===== src/rtl/multi_clock_divider.sv =====
// ============================================================================
//  Module   : multi_clock_divider
//  Purpose  : NUM_CH independent glitch-free 50%-duty clock dividers with
//             runtime-programmable half-periods and per-channel rise ticks.
//             Optional macro CLKDIV_SYNC_EN adds sync_in for phase alignment.
//  Revision : 1.0 - initial release
// ============================================================================
`default_nettype none

module multi_clock_divider #(
    parameter int NUM_CH     = 4,
    parameter int CH_IDX_W   = 2,
    parameter int DIV_SIZE   = 15,
    parameter int RESET_HALF = 24000
) (
    input  logic                clock_in,
    input  logic                reset_b,
`ifdef CLKDIV_SYNC_EN
    input  logic                sync_in,
`endif
    input  logic                wr_en,
    input  logic [CH_IDX_W-1:0] wr_ch,
    input  logic [DIV_SIZE-1:0] wr_data,
    output logic [NUM_CH-1:0]   clock_out,
    output logic [NUM_CH-1:0]   tick,
    output logic [NUM_CH-1:0]   running
);

    localparam logic [DIV_SIZE-1:0] C_RESET_HALF = DIV_SIZE'(RESET_HALF);
    localparam logic [DIV_SIZE-1:0] C_ONE        = DIV_SIZE'(1);
    localparam logic [DIV_SIZE-1:0] C_ZERO       = '0;

    logic [DIV_SIZE-1:0] pend_q [NUM_CH];
    logic [DIV_SIZE-1:0] pend_d [NUM_CH];
    logic [DIV_SIZE-1:0] act_q  [NUM_CH];
    logic [DIV_SIZE-1:0] act_d  [NUM_CH];
    logic [DIV_SIZE-1:0] cnt_q  [NUM_CH];
    logic [DIV_SIZE-1:0] cnt_d  [NUM_CH];
    logic [NUM_CH-1:0]   clk_q;
    logic [NUM_CH-1:0]   clk_d;
    logic [NUM_CH-1:0]   tick_q;
    logic [NUM_CH-1:0]   tick_d;
    logic [NUM_CH-1:0]   running_q;
    logic [NUM_CH-1:0]   running_d;
    logic                sync_w;

`ifdef CLKDIV_SYNC_EN
    assign sync_w = sync_in;
`else
    assign sync_w = 1'b0;
`endif

    always_comb begin
        for (int i = 0; i < NUM_CH; i++) begin
            pend_d[i]    = pend_q[i];
            act_d[i]     = act_q[i];
            cnt_d[i]     = cnt_q[i];
            clk_d[i]     = clk_q[i];
            tick_d[i]    = 1'b0;

            // Out-of-range channel indices simply never match.
            if (wr_en && (wr_ch == CH_IDX_W'(i))) begin
                pend_d[i] = wr_data;
            end

            if (sync_w) begin
                cnt_d[i] = C_ZERO;
                clk_d[i] = 1'b0;
                act_d[i] = pend_q[i];
            end else if (act_q[i] == C_ZERO) begin
                cnt_d[i] = C_ZERO;
                clk_d[i] = 1'b0;
                if (pend_q[i] != C_ZERO) begin
                    act_d[i] = pend_q[i];
                end
            end else if (cnt_q[i] == (act_q[i] - C_ONE)) begin
                cnt_d[i] = C_ZERO;
                if (clk_q[i]) begin
                    clk_d[i] = 1'b0;
                end else begin
                    // Period boundary: the only point a new half-period is adopted.
                    act_d[i] = pend_q[i];
                    if (pend_q[i] != C_ZERO) begin
                        clk_d[i]  = 1'b1;
                        tick_d[i] = 1'b1;
                    end
                end
            end else begin
                cnt_d[i] = cnt_q[i] + C_ONE;
            end

            running_d[i] = (act_d[i] != C_ZERO);
        end
    end

    always_ff @(posedge clock_in or negedge reset_b) begin
        if (!reset_b) begin
            for (int i = 0; i < NUM_CH; i++) begin
                pend_q[i] <= C_RESET_HALF;
                act_q[i]  <= C_RESET_HALF;
                cnt_q[i]  <= C_ZERO;
            end
            clk_q     <= '0;
            tick_q    <= '0;
            running_q <= {NUM_CH{C_RESET_HALF != C_ZERO}};
        end else begin
            for (int i = 0; i < NUM_CH; i++) begin
                pend_q[i] <= pend_d[i];
                act_q[i]  <= act_d[i];
                cnt_q[i]  <= cnt_d[i];
            end
            clk_q     <= clk_d;
            tick_q    <= tick_d;
            running_q <= running_d;
        end
    end

    assign clock_out = clk_q;
    assign tick      = tick_q;
    assign running   = running_q;

endmodule

`default_nettype wire

===== config.mk =====
export PLATFORM = sky130hd
export DESIGN_NAME = multi_clock_divider
export DESIGN_NICKNAME = d
export VERILOG_FILES = /design/src/rtl/multi_clock_divider.sv
export SDC_FILE = /design/constraint.sdc
export NUM_CORES = 1
export LEC_CHECK = 0
export BUFFER_PORTS_ARGS = -buffer_cell sky130_fd_sc_hd__buf_2
export CORE_ASPECT_RATIO = 1.5
export CORE_MARGIN = 2
export CORE_UTILIZATION = 40
export DETAILED_ROUTE_END_ITERATION = 10
export GPL_TIMING_DRIVEN = 0
export HOLD_SLACK_MARGIN = 0.03
export PLACE_DENSITY_LB_ADDON = 0.05
export SYNTH_ARGS = -nofsm -noshare
export SYNTH_HDL_FRONTEND = slang
export SYNTH_SLANG_ARGS = --single-unit
export TNS_END_PERCENT = 30

===== constraint.sdc =====
create_clock -name clock_in -period 4.63 [get_ports clock_in]
set_input_delay 0.926 -clock clock_in [delete_from_list [all_inputs] [get_ports clock_in]]
set_output_delay 0.926 -clock clock_in [all_outputs]
set_load 0.1 [all_outputs]

==> results.sh, run 1 <==
export IMPL_syn_avg_cell_area_sq_um=10.54
export IMPL_place_congestion=0.8330
export IMPL_seqCellArea_sq_um=4880
export IMPL_gr_usage_all_layers_pct=19.50
export IMPL_intPower_mw=4.252
export IMPL_vdd_ir_drop_worst_v=0.0002940
export IMPL_placementRows=71
export IMPL_powerDensity_nw_per_um2=615.4
export IMPL_crit_path_max_incr_delay_ps=700
export IMPL_swShare_pct=39.36
export IMPL_place_area_sq_um=10830
export IMPL_fin_skew_ps=11.84
export IMPL_cp_buffers_inverters=2
export IMPL_cp_slowest_cell="nor3b_1"
export IMPL_antenna_found_initial=0
export IMPL_required_ps=4940
export IMPL_ant_nets=0
export IMPL_relSlewSlack_pct=39.24
export IMPL_pwr_share_seq_pct=41.2
export IMPL_cts_made_buffers=17
export IMPL_tightest_slew_ps=904.4
export IMPL_totalWireLength_microns=24480
export IMPL_synth_edf_count=0
export IMPL_grt_max_degree=102
export IMPL_cts_sinks=192
export IMPL_portBuffers=31
export IMPL_p_clk_share_pct=20.6
export IMPL_syn_num_nets=998
export IMPL_rsz0062_at_grt="false"
export IMPL_area_growth_syn_to_layout_pct=11.39
export IMPL_final_max_slew_viol_count=0
export IMPL_crit_arrival_ps=4260
export IMPL_post_cts_buffers=0
export IMPL_drive_gt1_share_pct=22.82
export IMPL_startpoint_type="flop"
export IMPL_synthFlopType="dfrtp_1"
export IMPL_r2r_start="act_q[45]"
export IMPL_dp_cells=1330
export IMPL_wl_per_cell_microns=17.97
export IMPL_drcViolationCount=0
export IMPL_cts_root_buffer="clkbuf_16"
export IMPL_async_flop_share_pct=100.0
export IMPL_first_pass_iters=4
export IMPL_io_pins=32
export IMPL_postLayoutCellArea_sq_um=11390
export IMPL_fin_hold_ws_ps=479.9
export IMPL_hp_class="flop to flop"
export IMPL_grt_pass1_wl_microns=40780
export IMPL_diodes=0
export IMPL_dieHeight_microns=199.8
export IMPL_fmax_ghz=0.2535
export IMPL_fin_crit_ps=3944
export IMPL_critPathMaxFanout=10
export IMPL_clk_latency_ps=450
export IMPL_drv_cap=0
export IMPL_core_area_sq_um=25140
export IMPL_synthCells=970
export IMPL_finalPower_mw=7.011
export IMPL_dpl_hpwl_microns=18130
export IMPL_drt_iter0_drc=371
export IMPL_netlist_area_sq_um=10230
export IMPL_cts_htree_levels=4
export IMPL_status="finished, final reports clean"
export IMPL_fin_cells=1362
export IMPL_num_vias=7325
export IMPL_crit_type="flop to flop"
export IMPL_clk_pin_slew_ps=70
export IMPL_p_leak_nw=4.745
export IMPL_post_route_period_util_pct=85.18
export IMPL_finalSetupViolations=0
export IMPL_cp_end_kind="flop"
export IMPL_multiInputGateArea_sq_um=5086
export IMPL_initial_core_util_pct=40.68
export IMPL_final_nets=1049
export IMPL_yosys_warnings=0
export IMPL_cp_cell_sequence="inv_1 > ha_1 > nor3b_1 > a31oi_1 > a2111o_1 > o211a_1 > nor4_1 > a41o_1 > a21boi_1 > buf_2 > o21ai_0"
export IMPL_die_w_microns=134.6
export IMPL_tritoncts="done"
export IMPL_yosysUniqueCellTypes=79
export IMPL_hold_buffers=0
export IMPL_power_switching_mw=2.759
export IMPL_fill_cells=2435
export IMPL_cts_path_max_buffers=2
export IMPL_ys_seq_area_share_pct=47.71
export IMPL_final_hold_viol_count=0
export IMPL_cts_resized=0
export IMPL_hp_start="act_q[40]"
export IMPL_grt_pass1_vias=7537
export IMPL_ys_ff_latch=192
export IMPL_drt_vias_per_instance=5.378
export IMPL_power_frac_comb_pct=38.2
export IMPL_dieArea_sq_um=26890
export IMPL_cp_startpoint="act_q[45]"
export IMPL_path_delay_family="compound AO/OA/AOI/OAI gates"
export IMPL_gr_total_overflow=0
==> cells by family after synthesis <==
group,synth area share [%]
multiplexers,11.17
adder cells (fa/ha/maj),0.9788
AND/OR/NAND/NOR,18.64
AO/OA/AOI/OAI,8.319
XOR/XNOR,10.62
buffers and inverters,2.557
flip-flops,47.71
==> final timing paths <==
| kind | cells past startpoint | slack (ps) | endpoint |
|---|---|---|---|
| hold reg to reg | 2 | 480 | act_q[40] |
| setup reg to reg | 11 | 690 | act_q[48] |
| min in group asynchronous | 1 | 520 | cnt_q[2] |
| hold / removal | 2 | 480 | act_q[40] |
| max in group asynchronous | 2 | 3150 | pend_q[29] |
| setup / recovery | 11 | 690 | act_q[48] |
==> layout by cell type (no fill, tap or decap), types with 5 or more instances in the layout <==
cell and instances:
a21oi_1 13, a22o_1 12, a31oi_1 8, and3_1 24, buf_2 35, clkbuf_1 24
clkbuf_16 17, clkinvlp_4 6, dfrtp_1 132, dfstp_2 60, ha_1 8, inv_1 37
mux2_1 14, mux2_2 75, mux2_4 6, mux2i_1 5, nand2_1 54, nand3_1 44
nand4_1 18, nor2_1 107, nor2b_1 5, nor3_1 25, nor4_1 28, o21ai_0 27
or2_2 7, or3_1 13, xnor2_1 73, xor2_1 51
==> cells in the mapped netlist, types with 4 or more instances <==
library cell    n  area [sq um]
xor2_1         51         446.7
a31oi_1         8         50.05
or4_1           4         30.03
mux2i_1         5         50.05
nor2b_1         5         31.28
nand4b_1        4         35.03
xnor2_1        73         639.4
or2_2           7         43.79
inv_1          37         138.9
nor2_1        107         401.6
ha_1            8         100.1
dfrtp_1       132          3303
nor3b_1         4         30.03
o21ai_0        27         135.1
nor3_1         25         125.1
nand2_1        54         202.7
buf_2           5         25.02
nand4_1        18         112.6
mux2_2         75         844.6
a22o_1         12         105.1
mux2_4          6         90.09
nand3_1        44         220.2
dfstp_2        60          1577
and3_1         24         150.1
or3_1          13         81.33
mux2_1         14         157.7
o2111ai_1       4         35.03
nor4_1         28         175.2
clkbuf_1       22         82.58
a31o_2          4         35.03
o21bai_1        4         30.03
a21oi_1        13         65.06
==> per-stage QoR <==
step / util [%] / TNS (ps) / setup slack (ps)
after global routing: 45.31 / 0 / 340.4
after CTS: 45.31 / 0 / 740.5
after detailed placement: 43.08 / 0 / 786.4
final: 45.31 / 0 / 686.0
after floorplan: - / 0 / 1366
after global placement: 42.93 / -97890 / -772.8
==> tightest hold or removal path, stage by stage (launching register included) <==
cell and delay, ps:
dfstp_2 390, nand2_1 50, nand2_1 40
==> registers in the layout, summed over array words and instances (netlist names) <==
register,count
cnt_q,60
clock_out,4
tick,4
act_q,60
pend_q,60
running,4
==> layout make-up <==
cell class / count / share of cell area (%)
clock inverter: 12 / 1.010
clock buffer: 20 / 3.921
timing repair buffer: 32 / 1.691
multi-input combinational: 712 / 44.65
buffer: 29 / 1.076
sequential: 192 / 42.83
inverter: 37 / 1.219
tap: 328 / 3.602
==> metal layers <==
| layer | up-vias | global-route usage [%] | routed length [microns] |
|---|---|---|---|
| met1 | 3624 | 22.74 | 10200 |
| met2 | 91 | 36.05 | 13180 |
| met5 | - | 0 | 0 |
| met3 | 33 | 2.879 | 520 |
| li1 | 3577 | - | - |
| met4 | 0 | 7.251 | 582 |
==> power groups by stage <==
stage	sequential [mW]	clock (mW)	combinational (mW)
after floorplan	2.79	0	2.10
after global placement	2.92	0	2.66
after detailed placement	2.91	0	2.69
after CTS	2.89	1.48	2.70
after global routing	2.98	1.55	3.00
final	2.89	1.44	2.68
Power figures use the tool's default switching activity.
==> run 2, diff against run 1 <==
CORE_ASPECT_RATIO = 2   (was 1.5)
GPL_TIMING_DRIVEN = unset   (was 0)
clock period = 4.7 ns   (was 4.63 ns; I/O delays follow)
==> results.sh, run 2 (synthesis gave the netlist of run 1 again) <==
export IMPL_dpl_hpwl_microns=18360
export IMPL_hp_class="flop to flop"
export IMPL_rr_worst_depth=11
export IMPL_io_pins=32
export IMPL_diodes=0
export IMPL_timing_rr_end="act_q[49]"
export IMPL_cts_path_max_buffers=2
export IMPL_grt_pass1_vias=7587
export IMPL_gr_total_overflow=0
export IMPL_r2r_start="act_q[45]"
export IMPL_drive_gt1_share_pct=23.72
export IMPL_place_congestion=0.8274
export IMPL_cp_slowest_cell="nor3b_1"
export IMPL_grt_pass1_wl_microns=40410
export IMPL_final_cell_mix="dfrtp_1 (132), nor2_1 (107), mux2_2 (75)"
export IMPL_area_growth_syn_to_layout_pct=10.95
export IMPL_final_hold_viol_count=0
export IMPL_ant_nets=0
export IMPL_placementRows=82
export IMPL_final_nets=1027
export IMPL_core_area_sq_um=25140
export IMPL_hp_start="act_q[40]"
export IMPL_portBuffers=31
export IMPL_crit_path_max_incr_delay_ps=650
export IMPL_crit_arrival_ps=4340
export IMPL_hold_buffers=0
export IMPL_drv_cap=0
export IMPL_tritoncts="done"
export IMPL_die_w_microns=117.1
export IMPL_relSlewSlack_pct=40.06
export IMPL_dieArea_sq_um=26940
export IMPL_num_vias=7194
export IMPL_cp_end_kind="flop"
export IMPL_startpoint_type="flop"
export IMPL_dieHeight_microns=230.1
export IMPL_drcViolationCount=0
export IMPL_tightest_slew_ps=890.9
export IMPL_required_ps=5000
export IMPL_postLayoutCellArea_sq_um=11350
export IMPL_cts_made_buffers=17
export IMPL_clk_pin_slew_ps=70
export IMPL_setup_tns_ps=0
export IMPL_antenna_found_initial=0
export IMPL_cts_htree_levels=4
export IMPL_powerDensity_nw_per_um2=615.1
export IMPL_fin_skew_ps=9.854
export IMPL_fmax_ghz=0.2479
export IMPL_p_leak_nw=4.753
export IMPL_reg_top3="act_q x60, cnt_q x60, pend_q x60"
export IMPL_vdd_ir_drop_worst_v=0.0002734
export IMPL_gr_usage_all_layers_pct=19.66
export IMPL_rsz0062_at_grt="false"
export IMPL_hold_depth=2
export IMPL_initial_core_util_pct=40.69
export IMPL_r2r_slack_ps=670
export IMPL_drt_iter0_drc=330
export IMPL_finalSetupViolations=0
export IMPL_cts_root_buffer="clkbuf_16"
export IMPL_grt_max_degree=111
export IMPL_whs_endpoint="act_q[40]"
export IMPL_layout_commonest_cell="dfrtp_1"
export IMPL_post_cts_buffers=0
export IMPL_critPathMaxFanout=17
export IMPL_status="finished, final reports clean"
export IMPL_clk_latency_ps=460
export IMPL_fill_cells=2464
export IMPL_first_pass_iters=6
export IMPL_place_area_sq_um=10750
export IMPL_finalPower_mw=6.979
export IMPL_post_route_period_util_pct=85.84
export IMPL_fin_crit_ps=4034
export IMPL_crit_type="flop to flop"
export IMPL_cts_resized=0
export IMPL_wl_per_cell_microns=18.16
export IMPL_cts_sinks=192
export IMPL_cp_cell_sequence="inv_1 > ha_1 > nor3b_1 > a31oi_1 > a2111o_1 > o211a_1 > nor4_1 > a41o_1 > buf_4 > a21boi_1 > o21ai_0"
export IMPL_totalWireLength_microns=24480
export IMPL_drt_vias_per_instance=5.337
export IMPL_final_max_slew_viol_count=0
[run 2: cell count changes in the layout (fill, tap and decap cells not counted), moves of 2 or more]
cell	before	now
clkbuf_1	24	0
buf_4	0	8
buf_2	35	30
inv_6	0	5
clkinvlp_4	6	2
inv_8	0	3
clkbuf_8	1	3
clkinv_4	4	2
[run 2: metrics by stage]
step	utilization, %	hold slack [ps]	setup slack, ps	instances
global placement	42.78	467.0	828.6	1316
global route	45.14	523.6	189.6	1348
CTS	45.14	479.5	636.0	1348
floorplan	-	452.7	1436	970
finish	45.14	478.4	665.5	1348
detailed placement	42.78	471.1	651.4	1316
[run 2: how the worst max path moves through the flow]
stage	startpoint	end	slack, ps	depth (start not counted)
detailed placement	act_q[45]	act_q[46]	650	11
finish	act_q[45]	act_q[49]	670	11
floorplan	act_q[0]	act_q[9]	1440	11
CTS	act_q[45]	act_q[49]	640	11
global route	act_q[45]	act_q[48]	190	11
global placement	act_q[45]	act_q[46]	830	11
[run 2: report_power, final]
group          total (mW)  internal, mW  switching [mW]
Clock                1.49         0.780           0.711
Combinational        2.54          1.19            1.35
Sequential           2.95          2.24           0.708
[run 2: final cells by class]
class	count	area [sq um]	area share, %
repair buffers	39	224.0	1.974
inverters	37	138.9	1.224
clock inverters	13	140.1	1.235
well taps	336	420.4	3.705
flip-flops and latches	192	4880	43.00
multi-input cells	712	5091	44.87
clock buffers	19	452.9	3.992
[run 2: layer usage]
metal / share of wire (%) / wire [microns] / global-route usage (%) / vias up
li1: - / - / - / 3532
met5: 0 / 0 / 0 / -
met4: 3.2 / 792 / 8.309 / 0
met2: 57 / 13880 / 36.60 / 80
met3: 1.6 / 380 / 3.585 / 44
met1: 39 / 9433 / 21.03 / 3538
[run 2: worst max-delay path: cells and delay by family (launching register included)]
family	cells	cell delay, ps
adders and majority gates	1	260
and+or+nand+nor	2	1110
buffers and inverters	2	310
AOI/OAI and AO/OA	6	1800
DFF	1	410
==> run 3, diff against run 2 <==
RECOVER_POWER = 50   (was unset)
clock period = 3.6 ns   (was 4.7 ns; I/O delays follow)
==> results.sh, run 3 (synthesis gave the netlist of run 1 again) <==
export IMPL_die_w_microns=117.1
export IMPL_cp_end_kind="flop"
export IMPL_rsz0062_at_grt="true"
export IMPL_final_cell_mix="dfrtp_1 (132), nor2_1 (107), mux2_2 (75)"
export IMPL_wl_per_cell_microns=18.40
export IMPL_placementRows=82
export IMPL_hp_start="act_q[40]"
export IMPL_violations="capacitance limit, slew limit"
export IMPL_dpl_hpwl_microns=18960
export IMPL_diodes=0
export IMPL_drt_iter0_drc=288
export IMPL_p_leak_nw=4.834
export IMPL_area_growth_syn_to_layout_pct=11.99
export IMPL_finalSetupViolations=0
export IMPL_ant_nets=0
export IMPL_p_clk_share_pct=20.2
export IMPL_drt_vias_per_instance=5.333
export IMPL_core_area_sq_um=25140
export IMPL_portBuffers=31
export IMPL_drcViolationCount=0
export IMPL_final_max_slew_viol_count=81
export IMPL_initial_core_util_pct=40.69
export IMPL_power_frac_comb_pct=38.7
export IMPL_antenna_found_initial=0
export IMPL_reg_top3="act_q x60, cnt_q x60, pend_q x60"
export IMPL_grt_pass1_wl_microns=40730
export IMPL_final_hold_viol_count=0
export IMPL_io_pins=32
export IMPL_tightest_slew_ps=2091
export IMPL_cts_root_buffer="clkbuf_16"
export IMPL_fin_ws_ps=181.3
export IMPL_gr_usage_all_layers_pct=19.98
export IMPL_power_switching_mw=3.716
export IMPL_fin_crit_ps=3419
export IMPL_grt_max_degree=81
export IMPL_clk_latency_ps=460
export IMPL_clk_pin_slew_ps=80
export IMPL_final_core_util_pct=45.57
export IMPL_startpoint_type="flop"
export IMPL_crit_arrival_ps=3800
export IMPL_cts_made_buffers=17
export IMPL_post_route_period_util_pct=94.96
export IMPL_drv_cap=1
export IMPL_vdd_ir_drop_worst_v=0.0003191
export IMPL_layout_commonest_cell="dfrtp_1"
export IMPL_pwr_share_seq_pct=41.1
export IMPL_fill_cells=2464
export IMPL_relSlewSlack_pct=-39.38
export IMPL_dieArea_sq_um=26940
export IMPL_multiInputGateArea_sq_um=5106
export IMPL_dieHeight_microns=230.1
export IMPL_powerDensity_nw_per_um2=804.6
export IMPL_hold_buffers=0
export IMPL_first_pass_iters=4
export IMPL_grt_pass1_vias=7462
export IMPL_cts_htree_levels=4
export IMPL_num_vias=7311
export IMPL_tritoncts="done"
export IMPL_cts_path_max_buffers=2
export IMPL_swShare_pct=40.32
export IMPL_fin_skew_ps=12.62
export IMPL_gr_total_overflow=0
export IMPL_pre_cts_ws_ps=138.8
export IMPL_cp_startpoint="act_q[16]"
export IMPL_cts_sinks=192
export IMPL_seqCellArea_sq_um=4880
export IMPL_drive_gt1_share_pct=24.73
export IMPL_totalWireLength_microns=25220
export IMPL_fmax_ghz=0.2925
export IMPL_hp_class="flop to flop"
export IMPL_critPathMaxFanout=6
export IMPL_required_ps=3980
export IMPL_r2r_start="act_q[16]"
export IMPL_intPower_mw=5.499
export IMPL_status="complete, but fails checks"
export IMPL_crit_type="flop to flop"
export IMPL_place_congestion=0.8697
export IMPL_final_nets=1050
-- run 3: cell types whose count changed in the layout (fill, tap and decap cells not counted), moves of 2 or more --
cell / previous run / this run
buf_4: 8 / 24
clkbuf_1: 0 / 6
clkbuf_2: 0 / 3
clkbuf_8: 3 / 0
clkinv_2: 0 / 2
clkinvlp_4: 2 / 0
inv_6: 5 / 7
-- run 3: path summary, 6_finish.rpt --
path | end | slack (ps) | depth (start not counted)
max in group asynchronous | cnt_q[59] | 680 | 2
setup reg to reg | running[2] | 180 | 9
min in group asynchronous | cnt_q[2] | 820 | 1
hold reg to reg | act_q[40] | 490 | 2
hold / removal | act_q[40] | 490 | 2
setup / recovery | running[2] | 180 | 9
-- run 3: metal layers --
metal	GRT usage, %	vias up	share of wire (%)
li1	-	3566	-
met1	22.08	3632	38
met2	36.81	74	57
met3	3.506	39	1.9
met4	7.904	0	2.9
met5	0	-	0
-- run 3: per-stage QoR --
step | hold WS (ps) | instance area, sq um | std cells | power [mW] | setup TNS (ps)
after floorplan | 424.4 | 10230 | 970 | 6.297 | 0
after global placement | 471.5 | 10930 | 1338 | 7.385 | 0
after detailed placement | 484.4 | 10930 | 1338 | 7.398 | 0
after CTS | 307.6 | 11480 | 1370 | 9.322 | 0
after global routing | 496.7 | 11450 | 1371 | 9.904 | -41.74
final | 487.8 | 11450 | 1371 | 9.215 | 0
-- run 3: critical path: stages (launching register included) --
cell and delay, ps:
dfrtp_1 430, inv_1 80, ha_1 210, or4b_1 480, o41a_1 430, a2111oi_2 450
nand4_1 280, o21ai_4 280, mux2_2 360, a2111o_1 350
-- run 3: what timing repair did --
item | 4_1_cts | 5_1_grt
buffers inserted | 0 | 0
endpoints found under the setup margin | 0 | 11
gates resized for setup | 0 | 1
-- run 3: cell type report --
cell class / instances / area share, %
Multi-Input combinational cell: 713 / 44.58
Clock buffer: 18 / 3.747
Sequential cell: 192 / 42.60
Tap cell: 336 / 3.671
Clock inverter: 14 / 1.049
Inverter: 37 / 1.213
Timing Repair Buffer: 61 / 3.135
-- run 3: power by group through the flow --
stage	logic (mW)	clock network [mW]	registers (mW)
after global placement	3.56	0	3.82
after global routing	3.96	2.01	3.92
final	3.57	1.86	3.79
after floorplan	2.70	0	3.59
after detailed placement	3.58	0	3.82
after CTS	3.59	1.94	3.79
